$ cat config.mk
export PLATFORM = sky130hd
export DESIGN_NAME = ctrl_pipe_tracker
export DESIGN_NICKNAME = d
export VERILOG_FILES = /design/src/rtl/ctrl_pipe_tracker.sv
export SDC_FILE = /design/constraint.sdc
export NUM_CORES = 1
export LEC_CHECK = 0
export ABC_CLOCK_PERIOD_IN_PS = 3770
export BUFFER_PORTS_ARGS = -buffer_cell sky130_fd_sc_hd__buf_2
export CAP_MARGIN = 20
export CORE_MARGIN = 5
export CORE_UTILIZATION = 37
export DETAILED_ROUTE_END_ITERATION = 10
export HOLD_SLACK_MARGIN = 0.05
export SETUP_SLACK_MARGIN = 0.3
export SLEW_MARGIN = 10
export SYNTH_ARGS = -nofsm -noshare
export SYNTH_HDL_FRONTEND = slang
export SYNTH_SLANG_ARGS = --single-unit
$ cat constraint.sdc
create_clock -name clk -period 3.77 [get_ports clk]
set_input_delay 0.754 -clock clk [delete_from_list [all_inputs] [get_ports clk]]
set_output_delay 0.754 -clock clk [all_outputs]
set_load 0.005 [all_outputs]
$ cat src/rtl/ctrl_pipe_tracker.sv
// ctrl_pipe_tracker: instruction/valid tracking pipeline for the control path.
// Stage-selective stall with bubble injection, front flush, saturating counters.
module ctrl_pipe_tracker #(
  parameter int IW = 16,
  parameter int DEPTH = 5,
  parameter int SW = 3,
  parameter logic [IW-1:0] NOP = 16'hE800,
  parameter int FLUSH_STAGES = 2,
  parameter int CW = 16
) (
  input  logic                  clk,
  input  logic                  rst,
  input  logic [IW-1:0]         instr_in,
  input  logic                  in_valid,
  output logic                  in_ready,
  input  logic                  stall_req,
  input  logic [SW-1:0]         stall_stage,
  input  logic                  flush,
  output logic [IW*DEPTH-1:0]   stage_instr,
  output logic [DEPTH-1:0]      stage_valid,
  output logic [CW-1:0]         bubble_count,
  output logic [CW-1:0]         flush_count
);

  logic [IW-1:0] w_q [DEPTH];
  logic [IW-1:0] w_n [DEPTH];
  logic [IW-1:0] pw  [DEPTH];
  logic [DEPTH-1:0] v_q, v_n, pv;
  logic [SW-1:0] k_eff;
  logic st_eff, bub_inc;
  int kk;

  // Next-state selection for every stage: flush > stall > advance
  always_comb begin
    st_eff = stall_req & (stall_stage != '0);
    in_ready = !(st_eff & !flush);
    k_eff = (stall_stage > SW'(DEPTH)) ? SW'(DEPTH) : stall_stage;
    kk = 32'(k_eff);
    bub_inc = st_eff & !flush & (kk < DEPTH);
    pw[0] = instr_in;
    pv[0] = in_valid;
    for (int i = 1; i < DEPTH; i++) begin
      pw[i] = w_q[i-1];
      pv[i] = v_q[i-1];
    end
    for (int i = 0; i < DEPTH; i++) begin
      w_n[i] = pw[i];
      v_n[i] = pv[i];
      if (flush) begin
        if (i < FLUSH_STAGES) begin
          w_n[i] = NOP;
          v_n[i] = 1'b0;
        end
      end else if (st_eff) begin
        if (i < kk) begin
          w_n[i] = w_q[i];
          v_n[i] = v_q[i];
        end else if (i == kk) begin
          w_n[i] = NOP;
          v_n[i] = 1'b0;
        end
      end
    end
  end

  // Stage registers
  always_ff @(posedge clk or posedge rst) begin
    if (rst) begin
      for (int i = 0; i < DEPTH; i++) w_q[i] <= NOP;
      v_q <= '0;
    end else begin
      for (int i = 0; i < DEPTH; i++) w_q[i] <= w_n[i];
      v_q <= v_n;
    end
  end

  // Saturating bubble and flush event counters
  always_ff @(posedge clk or posedge rst) begin
    if (rst) begin
      bubble_count <= '0;
      flush_count <= '0;
    end else begin
      if (bub_inc && bubble_count != '1)
        bubble_count <= bubble_count + CW'(1);
      if (flush && flush_count != '1)
        flush_count <= flush_count + CW'(1);
    end
  end

  for (genvar g = 0; g < DEPTH; g++) begin : g_out
    assign stage_instr[g*IW +: IW] = w_q[g];
  end
  assign stage_valid = v_q;

endmodule

* Yosys cells after proc, flatten, opt, wreduce, memory -nomap -nowiden
Index checks and enable logic that the tools add are counted.
W data, S select, Z words.
** Storage, ports and cells
- Bits in registers :: 117
- Output and inout port bits :: 118
** Cells by class
- Add/subtract/negate cells :: 2
- Order comparisons :: 7
- Equal/unequal tests :: 11
- Multiplexer cells :: 41
- Bitwise operators :: 3
- Reductions and logical operators :: 6
** Operators by type and width (count)
- $mux W16 :: 20
- $add A16 B1 Y16 const B :: 2
- $ne A16 B16 Y1 const B :: 2
- $mux W1 :: 20
- $ne A3 B3 Y1 const B :: 5
- $eq A3 B3 Y1 const A :: 3
- $lt A1 B3 Y1 const A :: 2
- $lt A2 B3 Y1 const A :: 2
- $and A1 B1 Y1 :: 3
- $eq A2 B3 Y1 const A :: 1
- $gt A3 B3 Y1 const B :: 1
- $logic_not A3 Y1 :: 1
- $lt A3 B3 Y1 const A :: 1
- $lt A3 B3 Y1 const B :: 1
- $mux W3 :: 1
- $reduce_bool A3 Y1 :: 1
- $logic_and A1 B1 Y1 :: 2
- $logic_not A1 Y1 :: 2

* Longest topological paths before layout
Gate-level depths: netlist (run 1).
- Depth after elaboration :: 7
- Depth in mapped cells :: 7
- Depth with buffers taken out :: 5

* Worst setup path before layout (run 1)
Ideal clock, no wire load.
- Path type :: input port to output port
- From :: input port stall_stage[2]
- To :: output port in_ready
- Arrival :: 1.625 ns
- Slack :: 1.391 ns
- Stages :: 5
- Path through :: clkbuf_2 or3_4 and2_4 buf_6 nand2b_1
** On the way
- Cells in the longest elaborated chain, start to end :: 4
** Ends and longest elaborated chain
- start, declared :: RTL line 17 : input logic [SW-1:0] stall_stage,
- $reduce_bool A3 Y1 :: RTL line 35 : st_eff = stall_req & (stall_stage != '0);
- $and A1 B1 Y1 :: RTL line 35
- $and A1 B1 Y1 :: RTL line 36 : in_ready = !(st_eff & !flush);
- $logic_not A1 Y1 :: RTL line 36
- end, declared :: RTL line 15 : output logic in_ready,
No other way between the ends.

* Final worst setup path (run 1)
- From :: input port stall_stage[1]
- To :: output port in_ready
Same word-level chain as after synthesis.

==> results of run 1 <==
==> worst max path at each step <==
stage	cells past startpoint	end
floorplan	5	in_ready
global placement	5	in_ready
detailed placement	5	in_ready
CTS	5	in_ready
global route	5	in_ready
finish	5	in_ready
==> routing by layer <==
layer	track usage (%)	up-vias	wire length (um)
met2	24.4	131	5730
met1	23.0	1876	5900
met3	6.56	16	915
met4	4.77	2	139
li1	-	1761	-
met5	0	-	18
==> worst register-to-register path, stage by stage (launching register included) <==
cell and delay [ns]:
dfrtp_1 0.40, ha_1 0.27, nand2_1 0.10, nor2_1 0.63, a21oi_2 0.18, mux2_2 0.30
==> flip-flops by register name (all words and copies together), names as in the netlist <==
name	cells
bubble_count	16
flush_count	16
stage_instr	80
stage_valid	5
==> cell usage after synthesis, types with 2 or more instances <==
library cell | n | area [um^2]
a211oi_1 | 2 | 15.0
nor2_1 | 11 | 41.3
a22o_1 | 52 | 455
o21ai_2 | 2 | 17.5
dfstp_2 | 20 | 526
nand2_1 | 44 | 165
nand2_2 | 2 | 12.5
o22a_1 | 16 | 140
buf_2 | 11 | 55.1
and4_1 | 4 | 35.0
inv_1 | 3 | 11.3
nor4_1 | 5 | 31.3
nand4_1 | 9 | 56.3
xor2_1 | 15 | 131
and2_1 | 4 | 25.0
clkbuf_1 | 4 | 15.0
o21ai_0 | 3 | 15.0
nor3_1 | 5 | 25.0
dfrtp_1 | 97 | 2430
buf_6 | 2 | 22.5
nand2b_1 | 3 | 18.8
a21oi_1 | 21 | 105
nand3_1 | 14 | 70.1
ha_1 | 2 | 25.0
xnor2_1 | 8 | 70.1
nand3b_1 | 5 | 37.5
mux2_2 | 3 | 33.8
and3_1 | 11 | 68.8
==> stage by stage <==
step | power [mW] | std cells
2_1_floorplan | 1.71 | 398
3_3_place_gp | 1.90 | 695
3_5_place_dp | 1.91 | 695
4_1_cts | 3.53 | 727
5_1_grt | 3.65 | 727
6_report | 3.49 | 729
==> power groups by stage <==
stage | sequential [mW] | combinational [mW] | clock [mW]
2_1_floorplan | 1.50 | 0.207 | 0
3_3_place_gp | 1.52 | 0.380 | 0
3_5_place_dp | 1.52 | 0.392 | 0
4_1_cts | 1.50 | 0.395 | 1.64
5_1_grt | 1.52 | 0.436 | 1.70
6_report | 1.50 | 0.386 | 1.60
==> kinds of logic (layout without fill, tap and decap cells) <==
| family | count (synthesis) | in the layout | share of synthesized area (%) |
|---|---|---|---|
| flops | 117 | 117 | 60.8 |
| fa+ha+maj | 2 | 2 | 0.515 |
| simple gates | 126 | 126 | 14.2 |
| buf+inv | 23 | 180 | 2.71 |
| compound gates | 102 | 102 | 16.4 |
| xor+xnor | 23 | 23 | 4.15 |
| mux | 5 | 5 | 1.13 |
| other cells | 0 | 2 | 0 |
==> cell type report <==
cell class / instances / area [um^2] / area share (%)
inverters: 3 / 15.0 / 0.238
well taps: 172 / 215 / 3.41
multi-input cells: 258 / 1770 / 28.1
diodes: 2 / 5.00 / 0.0794
clock inverters: 3 / 65.1 / 1.03
clock buffers: 29 / 531 / 8.42
repair buffers: 145 / 748 / 11.9
flip-flops and latches: 117 / 2950 / 46.8
==> flow_summary.json, run 1 <==
{
  "status": "finished clean",
  "slew_viol_final": 0,
  "crit_required_ns": 3.02,
  "setup-tns-final_ns": 0,
  "fmax_mhz": 386,
  "grt.total_usage_pct": 16.7,
  "ioPinCount": 142,
  "synth_edf_count": 0,
  "postCtsHoldBufs": 0,
  "min_path_type": "input pin to async pin",
  "synthCells": 398,
  "path_max_fanout": 19,
  "clkLatencyLatePin_ns": 0.41,
  "p_comb_share_pct": 11.1,
  "clk_pin_slew_ns": 0.05,
  "drtIter0Drc": 270,
  "layout_worst_path_cycle_share_pct": 68.8,
  "path_cells": "buf_2 > or3_4 > and2_4 > nand2b_1 > buf_2",
  "cap_violations": 0,
  "layout.cells.most_common": "buf_2",
  "fin_skew_ns": 0.00825,
  "crit_start": "stall_stage[1]",
  "p_switching_uw": 850,
  "cp_common_cell": "buf_2",
  "p_int_mw": 2.64,
  "drive_above_1_share_pct": 37.3,
  "ys.warnings.count": 0,
  "r2r-end": "bubble_count[1]",
  "p_seq_share_pct": 43.1,
  "synth_nets": 424,
  "ys_ff_latch": 117,
  "antenna_found_initial": 1,
  "clk_path_buf_depth": 2,
  "worst_slack_ns": 1.18,
  "synth_area_um2": 4860,
  "grt_pass1_vias": 3773,
  "cts_buffers": 17,
  "ys_seq_area_share_pct": 60.8,
  "avgSynthCellArea_um2": 12.2,
  "start_util_pct": 38.2,
  "cts_sinks": 117,
  "post_cts_buffers": 0,
  "num_rows": 41,
  "relSlewSlack_pct": 45.1,
  "core-area_um2": 12700,
  "min_period_ns": 2.59,
  "cp-end-kind": "primary output",
  "syn2layout_area_growth_pct": 29.8,
  "path_delay_family": "simple AND/OR/NAND/NOR gates",
  "routed-via-count": 3786,
  "power_density_nw_per_um2": 553,
  "routed_via_density": 5.19,
  "io_buffers": 141,
  "die-area_um2": 15500,
  "crit_buf_inv": 2,
  "tightestPinTransition_ns": 0.820,
  "place.gp.congestion": 0.872,
  "ir_drop_v": 0.000310,
  "hpwl_mm": 9.42,
  "dieHeight_um": 125,
  "cpPeakStageDelay_ns": 0.43,
  "drc": 0,
  "finalInstanceArea_um2": 6300,
  "cts_root_buf": "clkbuf_16",
  "rr_worst_depth": 5,
  "hold_viol": 0,
  "wl_per_cell_um": 17.4,
  "crit_path_start_kind": "input pin",
  "placed_area_um2": 5700,
  "slowest_stage": "or3_4",
  "fill_cells": 1201,
  "final_antenna_net_count": 0,
  "setup_violations": 0,
  "drt_first_pass_iters": 4,
  "grt_pass1_wl_mm": 21.0,
  "reg2reg_from": "bubble_count[0]",
  "ys_types": 48,
  "critical_path_class": "input pin to primary output",
  "swShare_pct": 24.4,
  "cts-resized-gates": 0,
  "grt_max_degree": 58,
  "htreeDepth": 4,
  "tritoncts": "built",
  "async_reset_ff_share_pct": 100,
  "holdWs_ns": 0.406,
  "routed_wl_mm": 12.7,
  "gr-total-overflow": 0,
  "layout_common_cells": "buf_2 (141), dfrtp_1 (97), a22o_1 (52)",
  "rrSetupSlack_ns": 1.78,
  "p_leak_nw": 3.16,
  "crit_arrival_ns": 1.84,
  "pwr-share-clk_pct": 45.9,
  "fin_nets": 568,
  "final_util_pct": 49.5,
  "fp.dieW_um": 125,
  "rsz0062_at_grt": "no",
  "ys.flop_type": "dfrtp_1",
  "pre_cts_ws_ns": 1.19
}
(Power assumes the default switching activity.)
==> run 2, diff against run 1 <==
- ABC_AREA: not set -> 1
- ABC_CLOCK_PERIOD_IN_PS: 3770 -> 2200
- clock period: 3.77 -> 2.2 ns (I/O delays scaled with it)
==> flow_summary.json, run 2 <==
{
  "min_period_ns": 1.68,
  "cts_sinks": 117,
  "syn2layout_area_growth_pct": 27.2,
  "p_seq_share_pct": 43.0,
  "pre_cts_ws_ns": 0.353,
  "clkLatencyLatePin_ns": 0.42,
  "hold_viol": 0,
  "tritoncts": "built",
  "wl_per_cell_um": 14.1,
  "pwr-share-clk_pct": 44.1,
  "fill_cells": 1446,
  "p_comb_share_pct": 12.9,
  "ys.flop_type": "dfrtp_1",
  "clk_pin_slew_ns": 0.06,
  "place_inst": 989,
  "drt_first_pass_iters": 7,
  "p_leak_nw": 3.68,
  "crit_arrival_ns": 1.98,
  "antenna_found_initial": 1,
  "synth_area_leaders": "dfrtp_1 (44%), nand2_1 (16%), dfstp_2 (9.5%), nand3_1 (7.0%), nor2_1 (3.7%)",
  "start_util_pct": 38.0,
  "power_density_nw_per_um2": 865,
  "synth_area_um2": 5540,
  "synthDominantCellAreaShare_pct": 43.8,
  "cp-end-kind": "register",
  "yosysTopAreaCell": "dfrtp_1",
  "setup_violations": 0,
  "clk_path_buf_depth": 2,
  "grt_max_degree": 32,
  "routed-via-count": 4901,
  "worst_slack_ns": 0.517,
  "setup-tns-final_ns": 0,
  "synth_commonest_cells": "nand2_1 (239), dfrtp_1 (97), nand3_1 (78)",
  "final_util_pct": 48.3,
  "num_rows": 44,
  "p_switching_mw": 1.59,
  "tightestPinTransition_ns": 0.476,
  "grt_pass1_vias": 4749,
  "avgSynthCellArea_um2": 8.14,
  "path_max_fanout": 18,
  "rsz0062_at_grt": "no",
  "die-area_um2": 17500,
  "ys.warnings.count": 0,
  "drtIter0Drc": 199,
  "ir_drop_v": 0.000502,
  "instances_no_fill": 1025,
  "gr-total-overflow": 0,
  "drc": 0,
  "crit_path_start_kind": "register",
  "cts_root_buf": "clkbuf_16",
  "synth_edf_count": 0,
  "min_path_type": "input pin to register",
  "fin_nets": 852,
  "dieHeight_um": 132,
  "async_reset_ff_share_pct": 100,
  "slew_viol_final": 0,
  "p_total_mw": 6.10,
  "final_antenna_net_count": 0,
  "ys_seq_area_share_pct": 53.3,
  "grt.total_usage_pct": 16.9,
  "synth_nets": 707,
  "crit_required_ns": 2.50,
  "fin_skew_ns": 0.00798,
  "critical_path_class": "register to register",
  "largest_reg_flops": 80,
  "io_buffers": 141,
  "grt_pass1_wl_mm": 24.0,
  "p_int_mw": 4.51,
  "ys_ff_latch": 117,
  "status": "finished clean",
  "cts_buffers": 17,
  "hpwl_mm": 10.7,
  "layout_common_cells": "nand2_1 (239), buf_2 (141), dfrtp_1 (97)",
  "htreeDepth": 4,
  "finalInstanceArea_um2": 7050,
  "layout.cells.most_common": "nand2_1",
  "fp.dieW_um": 132,
  "drive_above_1_share_pct": 26.9,
  "synthCells": 681,
  "cap_violations": 0,
  "place.gp.congestion": 0.857,
  "core-area_um2": 14600,
  "cts-resized-gates": 0,
  "routed_wl_mm": 14.4,
  "layout_worst_path_cycle_share_pct": 76.5,
  "ioPinCount": 142,
  "swShare_pct": 26.1,
  "fmax_mhz": 594,
  "placed_area_um2": 6430,
  "synth_most_common_cell": "nand2_1",
  "relSlewSlack_pct": 68.2,
  "holdWs_ns": 0.264,
  "routed_via_density": 4.78,
  "ys_types": 27
}
## run 2: changes by cell type after synthesis, moves of 16 or more
cell,before,now
nand2_1,44,239
nand3_1,14,78
a22o_1,52,0
inv_1,3,49
nor2_1,11,55
o21ai_0,3,34
o22a_1,16,0
## run 2: cells by family after synthesis
kind of cell	after synthesis	synth area share, %
and+or+nand+nor	401	31.0
DFF	117	53.3
buffers and inverters	80	6.73
AOI/OAI and AO/OA	68	6.43
xor gates and xnor gates	13	2.05
adders and majority gates	2	0.451
## run 2: worst paths after layout
path | startpoint | end | slack, ns | cells after the start
setup / recovery | flush_count[1] | flush_count[14] | 0.52 | 8
hold / removal | instr_in[3] | stage_instr[3] | 0.26 | 3
setup reg to reg | flush_count[1] | flush_count[14] | 0.52 | 8
hold reg to reg | stage_instr[47] | stage_instr[47] | 0.48 | 2
max in group asynchronous | rst | stage_instr[13] | 0.97 | 4
min in group asynchronous | rst | stage_instr[3] | 0.59 | 3
## run 2: power groups by stage
stage | clock, mW | combinational, mW | sequential, mW
6_report | 2.69 | 0.786 | 2.62
5_1_grt | 2.85 | 0.906 | 2.66
4_1_cts | 2.75 | 0.803 | 2.63
3_5_place_dp | 0 | 0.796 | 2.66
3_3_place_gp | 0 | 0.784 | 2.65
2_1_floorplan | 0 | 0.422 | 2.64
## run 2: cell type report
cell class / count / area (um^2) / share of cell area, %
Multi-Input combinational cell: 484 / 2220 / 31.4
Inverter: 55 / 218 / 3.09
Sequential cell: 117 / 2950 / 41.9
Antenna cell: 2 / 5.00 / 0.0710
Clock inverter: 8 / 98.8 / 1.40
Timing Repair Buffer: 151 / 846 / 12.0
Clock buffer: 24 / 482 / 6.83
Tap cell: 184 / 230 / 3.27
## run 2: routing by layer
metal  routed length, um  share of wire [%]  up-vias  global-route usage, %
met5                  11              0.076        -                      0
met4                 220                1.5        2                   5.88
met3                 873                6.0       20                   5.80
met2                6820                 47      127                   27.0
met1                6510                 45     2278                   21.3
li1                    -                  -     2474                      -
## run 2: timing repair
item,in CTS,in global routing
hold endpoints to repair,14,0
endpoints found under the setup margin,0,16
hold buffers,1,0
setup buffers,0,1
## run 2: critical path, cell delays in order, from the launching register on
cell     delay, ns
dfrtp_1       0.41
ha_1          0.24
nand3_1       0.19
nor2_2        0.20
nand2_2       0.08
nand2_4       0.19
inv_4         0.12
nand2_1       0.08
nand2_1       0.05
==> run 3, diff against run 2 <==
- ABC_AREA: 1 -> 0
- ABC_CLOCK_PERIOD_IN_PS: 2200 -> 1500
- clock period: 2.2 -> 1.5 ns (I/O delays scaled with it)
==> flow_summary.json, run 3 (synthesis gave the netlist of run 1 again) <==
{
  "core-area_um2": 12700,
  "routed_via_density": 5.05,
  "antenna_cells": 0,
  "fp.dieW_um": 125,
  "power_density_nw_per_um2": 1170,
  "grt_pass1_vias": 4780,
  "clk_pin_slew_ns": 0.05,
  "largest_reg_flops": 80,
  "htreeDepth": 4,
  "gr-usage-met3_pct": 5.53,
  "layout.cells.most_common": "buf_4",
  "slew_viol_final": 0,
  "die-area_um2": 15500,
  "grt_max_degree": 36,
  "clk_path_buf_depth": 2,
  "io_buffers": 141,
  "grtUsageMet1_pct": 24.3,
  "drive_above_1_share_pct": 65.0,
  "start_util_pct": 38.2,
  "use_met2_pct": 32.8,
  "cts_root_buf": "clkbuf_16",
  "violations": "negative setup slack",
  "cts_sinks": 117,
  "hpwl_mm": 10.0,
  "layout_common_cells": "buf_4 (184), buf_2 (105), dfrtp_1 (86)",
  "routed-via-count": 4755,
  "grt.total_usage_pct": 19.7,
  "cp-end-kind": "register",
  "tightestPinTransition_ns": 0.721,
  "final_antenna_net_count": 0,
  "rsz0062_at_grt": "yes",
  "crit_arrival_ns": 1.82,
  "p_leak_nw": 4.46,
  "hold_viol": 0,
  "setup_violations": 5,
  "tritoncts": "built",
  "critical_path_class": "register to register",
  "crit_buf_inv": 1,
  "grt_pass1_wl_mm": 24.7,
  "routed_wl_mm": 16.2,
  "fin_skew_ns": 0.00687,
  "ir_drop_v": 0.000724,
  "path_delay_family": "simple AND/OR/NAND/NOR gates",
  "fmax_mhz": 652,
  "crit_path_start_kind": "register",
  "placed_area_um2": 6380,
  "ioPinCount": 142,
  "wl_per_cell_um": 17.2,
  "relSlewSlack_pct": 51.9,
  "num_rows": 41,
  "cts_buffers": 17,
  "drc": 0,
  "path_cells": "nand4_1 > nor4_4 > buf_6 > a211oi_4 > xor2_1",
  "status": "complete, but fails checks",
  "cpPeakStageDelay_ns": 0.40,
  "grt.busiest_layer": "met2",
  "crit_required_ns": 1.79,
  "slowest_stage": "dfrtp_1",
  "min_period_ns": 1.53,
  "antenna_found_initial": 2,
  "min_path_type": "input pin to register",
  "layout_worst_path_cycle_share_pct": 102,
  "path_max_fanout": 4,
  "gr-total-overflow": 0,
  "place.gp.congestion": 0.814,
  "drt_first_pass_iters": 4,
  "worst_slack_ns": -0.0337,
  "drtIter0Drc": 226,
  "finalInstanceArea_um2": 8770,
  "cap_violations": 0,
  "syn2layout_area_growth_pct": 80.6,
  "clkLatencyLatePin_ns": 0.42,
  "dieHeight_um": 125,
  "holdWs_ns": 0.108,
  "fin_nets": 782
}
run 3: cell count changes in the layout (fill, tap and decap cells not counted), sizes merged, moves of 6 or more:
cell and delta:
and3 +11, xor2 +12, inv -52, o21ai -43
buf +208, o22a +16, nand2 -202, a21oi +7
nand3 -65, nor2 -52, a22o +52, nor4 +6
run 3: repair_timing:
item / CTS / global route
resized for setup: 66 / 53
cloned: 0 / 0
buffers inserted: 120 / 42
pin swaps: 25 / 33
setup endpoints to repair: 150 / 188
hold buffers: 1 / 0
hold endpoints to repair: 14 / 0
run 3: cell type report:
class,count,area [um^2]
Inverter,3,15.0
Sequential cell,117,2970
Clock buffer,24,492
Fill cell,940,3950
Multi-Input combinational cell,258,2230
Clock inverter,8,98.8
Tap cell,172,215
Timing Repair Buffer,359,2760
run 3: metrics by stage:
stage / power [mW] / TNS (ns) / worst slack (ns) / util (%) / cells
floorplan: 4.40 / -20.83 / -0.211 / - / 398
global placement: 5.12 / -1.98 / -0.0920 / 50.1 / 746
detailed placement: 5.19 / -4.60 / -0.128 / 50.1 / 746
CTS: 9.84 / 0 / 0.0119 / 64.3 / 899
global route: 10.7 / -0.642 / -0.0844 / 69.0 / 941
finish: 10.3 / -0.133 / -0.0337 / 69.0 / 941
run 3: worst paths after layout:
kind,from,end,slack (ns),depth (start not counted)
setup reg to reg,bubble_count[8],bubble_count[5],-0.03,5
hold reg to reg,stage_instr[79],stage_instr[79],0.52,1
hold / removal,instr_in[14],stage_instr[14],0.11,3
min in group asynchronous,rst,stage_instr[54],0.47,3
max in group asynchronous,rst,flush_count[11],0.43,4
setup / recovery,bubble_count[8],bubble_count[5],-0.03,5
run 3: layer usage:
layer	share of wire, %	vias to the layer above
li1	-	2187
met1	43	2394
met2	50	133
met3	5.2	37
met4	2.3	4
met5	0.13	-
run 3: power by group:
part           switching, mW  internal (mW)
clock                   1.43           2.61
combinational          0.983           1.50
sequential             0.289           3.47
total                   2.70           7.59
run 3: worst register-to-register path, delay by kind of cell (launching register included):
kind / cells / cell delay (ns)
AO/OA/AOI/OAI: 1 / 0.07
AND/OR/NAND/NOR: 2 / 0.58
buffers and inverters: 1 / 0.19
flip-flops: 1 / 0.40
XOR/XNOR: 1 / 0.16
